`src/rtl/rv4028_bus_bridge.sv`:
```
// rtl/rv4028_bus_bridge.sv - CPU strobe bus to single-request memory port bridge
// Decodes 16-bit CPU cycles into mem_req/mem_ack handshakes with a timeout fallback.
module rv4028_bus_bridge #(
    parameter int ADDR_BITS = 24,
    parameter int TIMEOUT   = 255
) (
    input  logic                 clk,
    input  logic                 rst,
    input  logic [31:0]          addr,
    input  logic                 req_n,
    input  logic                 rd_n,
    input  logic                 wr_n,
    input  logic                 iorq_n,
    input  logic [1:0]           msk_n,
    input  logic [15:0]          data_in,
    output logic [15:0]          data_out,
    output logic                 data_oe,
    output logic                 wait_n,
    output logic                 mem_req,
    output logic                 mem_we,
    output logic [ADDR_BITS-2:0] mem_addr,
    output logic [1:0]           mem_be,
    output logic [15:0]          mem_wdata,
    input  logic                 mem_ack,
    input  logic [15:0]          mem_rdata
);

    localparam int CNT_W = (TIMEOUT < 1) ? 1 : $clog2(TIMEOUT + 1);
    localparam logic [CNT_W-1:0] CNT_MAX = CNT_W'(TIMEOUT);

    typedef enum logic [1:0] {
        IDLE,
        ACCESS,
        DONE
    } state_t;

    state_t           state;
    state_t           state_nx;
    logic [CNT_W-1:0] cnt;
    logic             rd_q;
    logic             abort_q;
    logic [15:0]      rdata_q;
    logic             cyc_valid;
    logic             in_range;
    logic             finish;

    assign cyc_valid = !req_n && iorq_n && (rd_n != wr_n) && (msk_n != 2'b11);
    assign in_range  = (addr >> ADDR_BITS) == 32'd0;
    assign finish    = mem_ack || (cnt == CNT_MAX);
    assign data_out  = rdata_q;

    always_ff @(posedge clk or posedge rst) begin
        if (rst) begin
            state <= IDLE;
        end else begin
            state <= state_nx;
        end
    end

    always_comb begin
        state_nx = state;
        wait_n   = 1'b1;
        data_oe  = 1'b0;
        case (state)
            IDLE: begin
                if (cyc_valid) begin
                    state_nx = in_range ? ACCESS : DONE;
                    wait_n   = !in_range;
                end
            end
            ACCESS: begin
                wait_n = 1'b0;
                // A cycle the CPU walked away from must not land in DONE and drive the pads.
                if (finish) begin
                    state_nx = (abort_q || req_n) ? IDLE : DONE;
                end
            end
            DONE: begin
                data_oe = rd_q && !req_n && !rd_n;
                if (req_n) begin
                    state_nx = IDLE;
                end
            end
            default: state_nx = IDLE;
        endcase
        if (rst) begin
            wait_n = 1'b1;
        end
    end

    always_ff @(posedge clk or posedge rst) begin
        if (rst) begin
            mem_req   <= 1'b0;
            mem_we    <= 1'b0;
            mem_addr  <= '0;
            mem_be    <= 2'b00;
            mem_wdata <= 16'h0000;
            cnt       <= '0;
            rd_q      <= 1'b0;
            abort_q   <= 1'b0;
            rdata_q   <= 16'h0000;
        end else begin
            case (state)
                IDLE: begin
                    if (cyc_valid) begin
                        rd_q    <= !rd_n;
                        abort_q <= 1'b0;
                        cnt     <= '0;
                        if (in_range) begin
                            mem_req   <= 1'b1;
                            mem_we    <= !wr_n;
                            mem_addr  <= addr[ADDR_BITS-1:1];
                            mem_be    <= ~msk_n;
                            mem_wdata <= data_in;
                        end else if (!rd_n) begin
                            rdata_q <= 16'hFFFF;
                        end
                    end
                end
                ACCESS: begin
                    if (req_n) begin
                        abort_q <= 1'b1;
                    end
                    // An ack on the final counted cycle still wins over the timeout.
                    if (mem_ack) begin
                        mem_req <= 1'b0;
                        if (rd_q) begin
                            rdata_q <= mem_rdata;
                        end
                    end else if (cnt == CNT_MAX) begin
                        mem_req <= 1'b0;
                        if (rd_q) begin
                            rdata_q <= 16'hFFFF;
                        end
                    end else begin
                        cnt <= cnt + 1'b1;
                    end
                end
                default: ;
            endcase
        end
    end

endmodule

```
`config.mk`:
```
export PLATFORM = sky130hd
export DESIGN_NAME = rv4028_bus_bridge
export DESIGN_NICKNAME = d
export VERILOG_FILES = /design/src/rtl/rv4028_bus_bridge.sv
export SDC_FILE = /design/constraint.sdc
export NUM_CORES = 1
export LEC_CHECK = 0
export ABC_AREA = 1
export ABC_CLOCK_PERIOD_IN_PS = 2140
export BUFFER_PORTS_ARGS = -buffer_cell sky130_fd_sc_hd__buf_2
export CORE_MARGIN = 2
export CORE_UTILIZATION = 48
export CTS_CLUSTER_DIAMETER = 150
export DETAILED_ROUTE_END_ITERATION = 8
export PLACE_DENSITY = 0.88
export SYNTH_ARGS = -nofsm -noshare
export SYNTH_HDL_FRONTEND = slang
export SYNTH_SLANG_ARGS = --single-unit
```
`constraint.sdc`:
```
create_clock -name clk -period 2.14 [get_ports clk]
set_input_delay 0.107 -clock clk [delete_from_list [all_inputs] [get_ports clk]]
set_output_delay 0.107 -clock clk [all_outputs]
set_load 0.1 [all_outputs]
```
After elaboration in Yosys (flattened, before gate mapping). Cells that the tools add are included.

Output and inout port bits: 61. Memories kept: 0. Logic and storage cells: 79. Latch bits: 0. Memory bits (read-only): 0. Bits of input ports: 73. Flip-flop bits (word level): 71. Memory bits (writable): 0.

Reduce and logical (&&, ||, !) cells: 21. Shift operators: 0. $lt $le $gt $ge: 0. Add/subtract/negate cells: 1. Bitwise operators: 1. $mul: 0. Div/mod/pow operators: 0. Mux-type cells: 30. Eq/ne operators: 16.

Operators with widths (count): 16-bit two-way mux (7); 32-bit logical NOT (1); 16-bit case mux with 2 select lines (1); 8-bit two-way mux (3); 2-bit inequality test (second input constant) (11); 8-bit case mux with 2 select lines (1); 2-bit two-way mux (5); 1-bit two-way mux (9); 3-bit AND reduction (3); 8-bit by 1-bit adder with 8-bit output (second input constant) (1); 8-bit == test (second input constant) (1); 4-bit AND reduction (2); 1-bit case mux with 2 select lines (3); 2-bit case mux with 3 select lines (1); 6-bit AND reduction (1); 1-bit logical AND (5); 1-bit logical NOT (4); 3-bit inequality test (second input constant) (1); 2-bit by 1-bit == test with 1-bit output (second input constant) (1); 2-bit == test (second input constant) (1); 2-bit logical NOT (1); 1-bit logical OR (2); 2-bit NOT (1); 2-bit AND reduction (1); other kinds (2) (2).

Depth between registers and ports, before layout.
Depth in word-level cells: 7. Mapped depth: 11.

Worst setup path after synthesis. OpenSTA, ideal clock, no wires.

Kind: input to output. Start: in rst. End: out wait_n. Arrival time: 2.916 ns. Stages on the path: 2. Slack: -0.883 ns. Required time: 2.033 ns. Cells stage by stage: inv_1 > nand3_1.

Longest elaborated chain between the ends: 1.

RTL lines: from (decl) (line 8) `input logic rst,`; 1-bit two-way mux (line 86) `if (rst) begin`; to (decl) (line 18) `output logic wait_n,`.

Every way passes these cells.

Worst setup path in the final report.
Start: reg cnt[0]. End: reg rdata_q[8], in the netlist data_out[8].

Longest elaborated chain between the ends: 3.

RTL lines: from (decl) (line 39) `logic [CNT_W-1:0] cnt;`; from (signal assigned) (line 136) `cnt <= cnt + 1'b1;`; 8-bit == test (line 130) `end else if (cnt == CNT_MAX) begin`; 3-bit inequality test (no source line); 6-bit AND reduction (no source line); to (signal assigned) (line 128) `rdata_q <= mem_rdata;`; to (decl) (line 42) `logic [15:0] rdata_q;`.

Every way passes these cells. A chain may end at the register's enable or synchronous reset.

==> impl_metrics.tcl <==
set metrics [dict create \
    grtUsageMet3_pct 4.14 \
    finClkSkew_ns 0.0130 \
    path_class "register to register" \
    ys_ff_latch 71 \
    crit_slowest_cell "dfrtp_1" \
    drive_gt1_share_pct 30.2 \
    dieArea_mm2 0.00735 \
    synth.avg_cell_area_um2 8.13 \
    die_x_um 85.7 \
    routedWlPerCell_um 12.7 \
    crit_path_cell_trace "ha_1 > nand2_1 > nor2_1 > nand2_1 > nand2_1 > nand2_1 > inv_2 > nand2_4 > nand2_1 > nand2_1" \
    status "finished clean" \
    antennaDiodeCount 0 \
    port_buffers 132 \
    layout_commonest_cell "buf_2" \
    use_met2_pct 38.8 \
    nFillCells 492 \
    ctsResizeCount 0 \
    worst_pin_slew_ns 0.588 \
    die_height_um 85.7 \
    final_hold_viol_count 0 \
    crit_top_cell "nand2_1" \
    setup_tns_ns 0 \
    crit_fanout 19 \
    arrival_ns 2.15 \
    setup_viol 0 \
    grt_overflow 0 \
    num_io_pins 134 \
    yosys_warnings 0 \
    dr.pass1.iters 4 \
    multiInputGateArea_mm2 0.00111 \
    grtUsageTotal_pct 22.1 \
    dp_slack_ns 0.242 \
    global_route.usage.met1_pct 27.3 \
    start_kind "register" \
    cts_tree "done" \
    start_util_pct 50.2 \
    maxCapViolCount 0 \
    vias 3041 \
    yosysSeqAreaShare_pct 55.4 \
    cpPeakStageDelay_ns 0.39 \
    clkSinkCount 71 \
    timing.fmax_mhz 521 \
    peakVddDrop_uv 1470 \
    area_delta_synth_final_pct 32.8 \
    min_period_ns 1.92 \
    cts.path.max_buffers 2 \
    mostFrequentLayoutCells "buf_2 (131), nand2_1 (127), dfrtp_1 (71)" \
    leakagePower_nw 2.47 \
    ys_types 23 \
    period_share_pct 89.7 \
    coreArea_mm2 0.00639 \
    rsz0062_at_grt "no" \
    netlist_area_mm2 0.00320 \
    required_ns 2.37 \
    htreeDepth 3 \
    synthesis.nets 468 \
    worstSetupEndpointType "register" \
    syn_inst 394 \
    drc_errors 0 \
    slew_viol_final 0 \
    clk_pin_slew_ns 0.07 \
    grt_pass1_wl_mm 12.9 \
    timing.slew.headroom_pct 60.8 \
    worstHoldPathType "primary input to register" \
    grt_pass1_vias 2912 \
    powerDensity_mw_per_mm2 1180 \
    seq_area_mm2 0.00178 \
    vias_per_cell 4.93 \
    cts-root-buf "clkbuf_8" \
    grt_max_degree 73 \
    num_rows 29 \
    cts_buffers 9 \
    final_net_count 609 \
    layout_setup_ws_ns 0.220 \
    reg2reg_slack_ns 0.22 \
    place_congestion 0.850 \
    worstSkewPairLatency_ns 0.34 \
    dp.final_hpwl_mm 5.60 \
    initialDrtViolationCount 192 \
    drt_wl_total_mm 7.81 \
    ant_nets 0 \
    grt_busiest_layer "met2" \
    antenna_found_initial 0 \
]
-- logic make-up (layout without fill, tap and decap cells) --
kind of cell,count (synthesis),in the layout,share of synthesized area [%]
and+or+nand+nor,194,194,24.6
DFF,71,71,55.4
buffers and inverters,71,217,10.1
AOI/OAI and AO/OA,56,56,9.25
adders and majority gates,1,1,0.390
xor gates and xnor gates,1,1,0.273
-- timing repair --
| item | CTS | global route |
|---|---|---|
| endpoints found under the hold margin | 16 | 0 |
| hold buffers | 7 | 0 |
| buffers inserted | 0 | 0 |
| endpoints found under the setup margin | 0 | 0 |
-- report_power, final --
part	leakage [nW]	internal [mW]	total (mW)	switching, mW
clock	0.134	0.927	1.41	0.482
sequential	0.947	1.53	1.64	0.113
combinational	1.39	0.324	1.98	1.66
total	2.47	2.78	5.03	2.25
-- flip-flops by register name, summed over array words and instances, names as in the netlist --
| name | count |
|---|---|
| mem_addr | 23 |
| data_out | 16 |
| mem_wdata | 16 |
| cnt | 8 |
| mem_be | 2 |
| state | 2 |
| abort_q | 1 |
| mem_req | 1 |
| mem_we | 1 |
| rd_q | 1 |
-- worst max-delay path: cells and delay by family, from the launching register on --
family                   cells  cell delay [ns]
adder cells (fa/ha/maj)      1             0.19
flip-flops                   1             0.39
AND/OR/NAND/NOR              8             0.97
buffers and inverters        1             0.27
-- cell usage after synthesis --
cell type / n / area, um^2
a21boi_4: 1 / 18.8
a21oi_1: 4 / 20.0
buf_4: 3 / 22.5
buf_6: 6 / 67.6
clkbuf_1: 5 / 18.8
clkinv_1: 1 / 3.75
dfrtp_1: 71 / 1780
ha_1: 1 / 12.5
inv_1: 52 / 195
inv_2: 4 / 15.0
nand2_1: 127 / 477
nand2_2: 1 / 6.26
nand2_4: 1 / 11.3
nand3_1: 26 / 130
nand4_1: 1 / 6.26
nor2_1: 33 / 124
nor2_2: 1 / 6.26
nor2_4: 1 / 11.3
nor3_1: 3 / 15.0
o211ai_1: 1 / 7.51
o21ai_0: 37 / 185
o21ai_1: 13 / 65.1
xor2_1: 1 / 8.76
-- worst paths after layout --
kind / startpoint / to / cells past startpoint
hold reg to reg: data_out[10]$_DFFE_PP0P_ / data_out[10]$_DFFE_PP0P_ / 2
hold / removal: data_in[10] / mem_wdata[10]$_DFFE_PP0P_ / 3
setup reg to reg: cnt[0]$_DFFE_PP0P_ / data_out[8]$_DFFE_PP0P_ / 10
setup / recovery: cnt[0]$_DFFE_PP0P_ / data_out[8]$_DFFE_PP0P_ / 10
max in group asynchronous: rst / mem_addr[0]$_DFFE_PP0P_ / 4
min in group asynchronous: rst / data_out[2]$_DFFE_PP0P_ / 3
-- per-layer routing --
metal | part of all wire (%) | wire, um | up-vias
met3 | 7.4 | 579 | 15
met4 | 1.6 | 127 | 0
met5 | 0 | 0 | -
li1 | - | - | 1498
met1 | 41 | 3210 | 1408
met2 | 50 | 3890 | 120
-- area by class of cell --
| cell class | instances | area share (%) |
|---|---|---|
| sequential | 71 | 41.8 |
| multi-input combinational | 252 | 26.1 |
| timing repair buffer | 144 | 18.4 |
| inverter | 57 | 5.12 |
| clock buffer | 11 | 3.32 |
| clock inverter | 5 | 3.03 |
| tap | 77 | 2.26 |
-- per-stage QoR --
step	area [um^2]	std cells	power [mW]	util, %	hold WS (ns)
final	4250	617	5.03	66.6	0.00865
after global routing	4250	617	5.25	66.6	0.00440
after CTS	4250	617	5.06	66.6	0.00265
after detailed placement	3910	594	3.64	61.3	0.0797
after global placement	3910	594	3.61	61.3	0.0694
after floorplan	3210	394	3.28	-	0.198
Note: power is estimated with default switching activity, not from simulation.
